===== config.mk =====
export PLATFORM = sky130hd
export DESIGN_NAME = fir_tap_sequencer
export DESIGN_NICKNAME = d
export VERILOG_FILES = /design/src/rtl/fir_tap_sequencer.sv
export SDC_FILE = /design/constraint.sdc
export NUM_CORES = 2
export LEC_CHECK = 0
export BUFFER_PORTS_ARGS = -buffer_cell sky130_fd_sc_hd__buf_2
export CORE_MARGIN = 2
export CORE_UTILIZATION = 50
export CTS_CLUSTER_SIZE = 20
export DETAILED_ROUTE_END_ITERATION = 10
export PLACE_DENSITY = 0.79
export REMOVE_ABC_BUFFERS = 1
export SYNTH_ARGS = -nofsm -noshare
export SYNTH_HDL_FRONTEND = slang
export SYNTH_SLANG_ARGS = --single-unit

===== constraint.sdc =====
create_clock -name clock -period 3.7 [get_ports clock]
set_input_delay 0.37 -clock clock [delete_from_list [all_inputs] [get_ports clock]]
set_output_delay 0.37 -clock clock [all_outputs]
set_load 0.03 [all_outputs]

===== src/rtl/fir_tap_sequencer.sv =====
// Decimating FIR tap sequencer: writes samples to an external RAM and, on every
// DECIM-th sample, runs NTAPS multiply-accumulates against an external coefficient ROM.
// Latency: y_avail NTAPS+4 cycles after the trigger edge. No backpressure: writes never stall, busy triggers set overrun.
//
// Ports:
//   clock, reset_n              - rising-edge clock, asynchronous active-low reset
//   x, x_avail                  - input sample and its one-cycle qualifier
//   ram_we/ram_waddr/ram_wdata  - sample RAM write port (combinational pass-through of x)
//   ram_raddr, ram_q            - sample RAM read port (data one cycle after address)
//   coef_addr, coef             - coefficient ROM port (registered data one cycle after address)
//   y, y_avail                  - saturated decimated output and its one-cycle qualifier
//   busy, overrun               - run in progress; sticky "trigger arrived while busy"
module fir_tap_sequencer #(
    parameter int NTAPS  = 1024,
    parameter int DECIM  = 8,
    parameter int IWIDTH = 24,
    parameter int OWIDTH = 24
) (
    input  logic                     clock,
    input  logic                     reset_n,
    input  logic signed [IWIDTH-1:0] x,
    input  logic                     x_avail,
    output logic                     ram_we,
    output logic [9:0]               ram_waddr,
    output logic [IWIDTH-1:0]        ram_wdata,
    output logic [9:0]               ram_raddr,
    input  logic signed [IWIDTH-1:0] ram_q,
    output logic [9:0]               coef_addr,
    input  logic signed [17:0]       coef,
    output logic signed [OWIDTH-1:0] y,
    output logic                     y_avail,
    output logic                     busy,
    output logic                     overrun
);

    localparam int PW = IWIDTH + 18;
    localparam int AW = IWIDTH + 28;
    localparam logic [9:0] KLAST = 10'(NTAPS - 1);
    localparam logic [7:0] DLAST = 8'(DECIM - 1);
    localparam logic signed [AW-1:0] YMAX = {{(AW-OWIDTH+1){1'b0}}, {(OWIDTH-1){1'b1}}};
    localparam logic signed [AW-1:0] YMIN = {{(AW-OWIDTH+1){1'b1}}, {(OWIDTH-1){1'b0}}};

    typedef enum logic [1:0] {
        IDLE  = 2'd0,
        RUN   = 2'd1,
        FLUSH = 2'd2,
        OUT   = 2'd3
    } state_t;

    state_t                state;
    state_t                state_nx;
    logic                  start;
    logic                  trigger;
    logic [9:0]            wptr;
    logic [9:0]            newest;
    logic [9:0]            k;
    logic [9:0]            k_nx;
    logic [7:0]            dcnt;
    logic [1:0]            fcnt;
    logic                  v1;
    logic                  v2;
    logic signed [PW-1:0]  prod;
    logic signed [AW-1:0]  acc;
    logic signed [AW-1:0]  acc_shr;
    logic signed [OWIDTH-1:0] y_sat;

    // Sample write path is a pure pass-through so a sample lands in RAM on the
    // same edge that counts it; the newest sample is then readable one cycle later.
    assign ram_we    = x_avail;
    assign ram_waddr = wptr;
    assign ram_wdata = x;
    assign trigger   = x_avail && (dcnt == DLAST);
    assign busy      = (state != IDLE);
    assign coef_addr = k;
    assign k_nx      = k + 10'd1;

    always_comb begin
        state_nx = state;
        start    = 1'b0;
        case (state)
            IDLE: begin
                if (trigger) begin
                    start    = 1'b1;
                    state_nx = RUN;
                end
            end
            RUN: begin
                if (k == KLAST) begin
                    state_nx = FLUSH;
                end
            end
            // Three cycles drain the RAM-read, product and accumulate stages.
            FLUSH: begin
                if (fcnt == 2'd2) begin
                    state_nx = OUT;
                end
            end
            OUT: begin
                state_nx = IDLE;
            end
            default: begin
                state_nx = IDLE;
            end
        endcase
    end

    always_ff @(posedge clock or negedge reset_n) begin
        if (!reset_n) begin
            state   <= IDLE;
            fcnt    <= 2'd0;
            wptr    <= '0;
            dcnt    <= '0;
            overrun <= 1'b0;
        end else begin
            state <= state_nx;
            fcnt  <= (state == FLUSH) ? fcnt + 2'd1 : 2'd0;
            if (x_avail) begin
                wptr <= wptr + 10'd1;
                dcnt <= (dcnt == DLAST) ? 8'd0 : dcnt + 8'd1;
            end
            // OUT is not IDLE, so a trigger coinciding with OUT is an overrun too.
            if (trigger && (state != IDLE)) begin
                overrun <= 1'b1;
            end
        end
    end

    // Address generation: k and ram_raddr are registered so they already show
    // tap k during the RUN cycle that issues it, and simply hold outside RUN.
    always_ff @(posedge clock or negedge reset_n) begin
        if (!reset_n) begin
            k         <= '0;
            newest    <= '0;
            ram_raddr <= '0;
        end else if (start) begin
            k         <= '0;
            newest    <= wptr;
            ram_raddr <= wptr;
        end else if ((state == RUN) && (k != KLAST)) begin
            k         <= k_nx;
            ram_raddr <= newest - k_nx;
        end
    end

    // v1: RAM/ROM data valid this cycle; v2: registered product valid this cycle.
    always_ff @(posedge clock or negedge reset_n) begin
        if (!reset_n) begin
            v1   <= 1'b0;
            v2   <= 1'b0;
            prod <= '0;
            acc  <= '0;
        end else begin
            v1 <= (state == RUN);
            v2 <= v1;
            if (v1) begin
                prod <= PW'(coef) * PW'(ram_q);
            end
            if (start) begin
                acc <= '0;
            end else if (v2) begin
                acc <= acc + AW'(prod);
            end
        end
    end

    // Q1.17 coefficients: drop 17 fraction bits, then clamp to the output range.
    assign acc_shr = acc >>> 17;

    always_comb begin
        y_sat = acc_shr[OWIDTH-1:0];
        if (acc_shr > YMAX) begin
            y_sat = YMAX[OWIDTH-1:0];
        end else if (acc_shr < YMIN) begin
            y_sat = YMIN[OWIDTH-1:0];
        end
    end

    always_ff @(posedge clock or negedge reset_n) begin
        if (!reset_n) begin
            y       <= '0;
            y_avail <= 1'b0;
        end else begin
            y_avail <= (state == OUT);
            if (state == OUT) begin
                y <= y_sat;
            end
        end
    end

endmodule

==> metrics list <==
* Vertical extent of the die: 231 um
- Worst Skew: 15.8 ps
- Via-per-instance ratio: 5.41
- The count of final hold-check violations came to 0.
* Crit path max-delay cell type: fa_1
- For this design, the CTS-stage hold fixing added 0 buffers.
- Finish-stage setup viols: 35
- Buffer cell driving the clock tree root: clkbuf_16
- Once placement finished, the instance area stood at 28,400 um2.
- RD Place Congestion: 0.909
- STA classifies the critical path startpoint as an input port.
- Summing over every cut layer, the via total after detailed routing is 20,500.
- Slew at the pin closest to its max-slew limit: 1280 ps
- The layout has 3,984 filler cells.
* Remaining DRCs: 0
- First-pass GRT wire length: 108,000 um
- Initial DRT Pass Iterations: 5
- The H-tree was split into 4 levels.
- Of the total synthesized cell area, the portion taken by full adders, half adders and majority gates is 41.8%.
- Average detailed-routed wire length per instance: 17.5 um
- After layout, the worst setup slack is -2420 ps.
- After routing the design area is 30,400 um2.
* Critical path fanouts, max: 8
- Global routing finished with a remaining overflow of 0.
* Type of element capturing the critical path: flop
- TritonCTS built the clock tree.
- Max Clock Freq: 163 MHz
- Clock Sinks: 174
* Data required time at the worst endpoint: 4000 ps
- The count of nets left with antenna violations once routing finished came out at 0.
* Total of flip-flops plus latches after synthesis: 174
- Measured against its own limit, the worst slew margin works out to 14.2%.
- Summing the areas of all compound-gate instances in the mapped netlist gives 9.65% of the synthesized area.
- Max-cap violations in this run came to 0.
* Async SR Flop Fraction: 100%
* Starting Density: 50.4%
- The initial antenna violation count is 0.
- Number of port buffers: 102
* Area occupied by multi-input gates: 19,300 um2
* Post-layout nets: 3,775
* Synth Flop Type: dfrtp_1
* Violated checks: negative setup slack
- EDFF count, synth: 0
- Smallest hold slack: 14.1 ps
* Distinct cell type count of the synthesized netlist: 73
* Mean area per synthesized cell: 9.06 um2
* Clk_lat worst skew: 440 ps
- Prior to clock tree synthesis, the placed netlist has a worst setup slack of -3070 ps.
* Reg-to-reg setup timing slack: 130 ps
- Result of the run: finished, violations left
- For this run, the slowest stage of the critical path takes 560 ps.
- Fin crit share: 166%
* DR top layer: met4
- In the detailed route, the total length drawn on met3 is 4190 um.
* Share of cells above drive strength 1: 21.6%
* Bufs on Longest Clock Path: 2
- Clock transition at the register clock pins on the worst setup and hold paths after CTS: 70 ps
- Core Footprint: 51,000 um2
* Number of warning messages in the yosys log: 0
- Post-synthesis instance area: 25,700 um2
- Pin placement for this block handled 151 I/O pins.
- Min cycle time layout: 6120 ps
- Total die area: 53,200 um2
- Path category of the worst min-delay check: input port to asynchronous set/reset pin
- Top cell by count, worst path: fa_1
* Sequential area share after synthesis: 17.0%
- The synthesized netlist devotes 4.02% of its cell area to XOR and XNOR gates.
- The cell count after synthesis came out at 2,833.
- Number of clock buffers inserted by TritonCTS: 17
- The critical path in this run is classified as input port to flop.
- Summed over all layers, the routed wires come to 66,400 um.
- GRT Util Overall: 25.3%
- Simple-gate portion of the synthesized area: 14.1%
- Register cell area after layout: 4360 um2
* Estimated wirelength of the detail-placed design: 51,100 um
* Mux contribution to synthesized area: 2.70%
- Dominant combinational cell family by area after synthesis: adder cells
- Unrepaired setup endpoints after global routing: yes
- Summed over all nets, wire length on met2 after detailed routing comes to 32,700 um.
* Largest net degree at the start of global routing: 96
- Post-Route M1 WL: 26,000 um
* Die boundary width: 231 um
* WP data arrival: 6420 ps
* Final Max Slew Viols: 0
- DRC violation total after the first TritonRoute iteration: 1,378
- From synthesis to final layout, the design area changed by 18.6%.
- The initialized floorplan defines 83 standard-cell rows.
- Fin Setup TNS: -63,900 ps
* Vias in the first global route: 21,900
layout by cell type (no fill, tap or decap), types with 27 or more instances in the layout:
master	synthesis	routed
buf_2	4	75
buf_6	1	56
buf_4	25	254
nor2_1	149	146
a21oi_1	114	95
o21ai_0	67	56
mux2i_1	31	31
fa_1	427	402
dfrtp_1	174	172
inv_1	557	512
nand2_1	359	344
xnor2_1	84	80
a21o_1	64	64
inv_2	1	45
o22ai_1	27	27
xor2_1	34	34
ha_1	174	152
and2_1	148	132
per-stage QoR:
stage / instances / util (%)
after floorplan: 2682 / -
after global placement: 3729 / 55.7
after detailed placement: 3729 / 55.7
after CTS: 3781 / 58.8
after global routing: 3798 / 59.7
final: 3799 / 59.7
synthesized netlist by cell type (64+ instances only):
cell / n / area [um2]
ha_1: 174 / 2180
nor2_1: 149 / 559
fa_1: 427 / 8550
nand2_1: 359 / 1350
clkbuf_1: 113 / 424
inv_1: 557 / 2090
a21o_1: 64 / 480
and2_1: 148 / 926
dfrtp_1: 174 / 4350
xnor2_1: 84 / 736
o21ai_0: 67 / 335
a21oi_1: 114 / 571
cell families (layout without fill, tap and decap cells):
| family | count (synthesis) | after routing |
|---|---|---|
| flip-flops | 174 | 174 |
| multiplexers | 65 | 65 |
| other | 0 | 1 |
| buffers and inverters | 709 | 994 |
| XOR/XNOR | 118 | 118 |
| AND/OR/NAND/NOR | 790 | 790 |
| AO/OA/AOI/OAI | 376 | 376 |
| adder cells (fa/ha/maj) | 601 | 601 |
sequential cells by signal, summed over array words and instances (netlist names):
name	cells
prod	42
acc	52
v2	1
v1	1
newest	10
ram_waddr	10
state	2
dcnt	8
y_avail	1
y	24
ram_raddr	10
fcnt	2
overrun	1
coef_addr	10
critical path, delay by kind of cell:
family          cells  cell delay (ps)
buf+inv             9              870
xor+xnor            1              150
fa+ha+maj           7             3300
simple gates        3              430
compound gates      7             1300
path summary, 6_finish.rpt:
| path | from | end | cells after the start |
|---|---|---|---|
| hold / removal | reset_n | acc[0]$_DFFE_PN0P_ | 1 |
| setup / recovery | coef[6] | prod[33]$_DFFE_PN0P_ | 27 |
| min in group clock | x_avail | ram_waddr[0]$_DFFE_PN0P_ | 2 |
| hold reg to reg | fcnt[0]$_DFF_PN0_ | fcnt[0]$_DFF_PN0_ | 1 |
| max in group asynchronous | reset_n | newest[2]$_DFFE_PN0P_ | 2 |
| setup reg to reg | prod[0]$_DFFE_PN0P_ | acc[44]$_DFFE_PN0P_ | 16 |
layout make-up:
class                           instances  share of cell area [%]
Multi-Input combinational cell       1950                    63.3
Tap cell                              680                    2.79
Sequential cell                       174                    14.3
Inverter                              558                    6.89
Timing Repair Buffer                  404                    10.7
Antenna cell                            1                 0.00822
Clock inverter                         15                   0.629
Clock buffer                           17                    1.40
what timing repair did:
| item | 4_1_cts | 5_1_grt |
|---|---|---|
| pin swaps | 124 | 73 |
| setup endpoints to repair | 36 | 44 |
| buffers inserted | 21 | 25 |
| cloned | 0 | 1 |
| gates resized for setup | 235 | 98 |
metal layers:
layer	GRT usage (%)	vias to the layer above
met5	0.551	-
met4	12.1	0
met3	4.45	242
met2	43.2	793
met1	31.0	10200
li1	-	9298
Power is not shown: default switching activity piles up to over one toggle a cycle in this logic, so the estimate is an artifact.
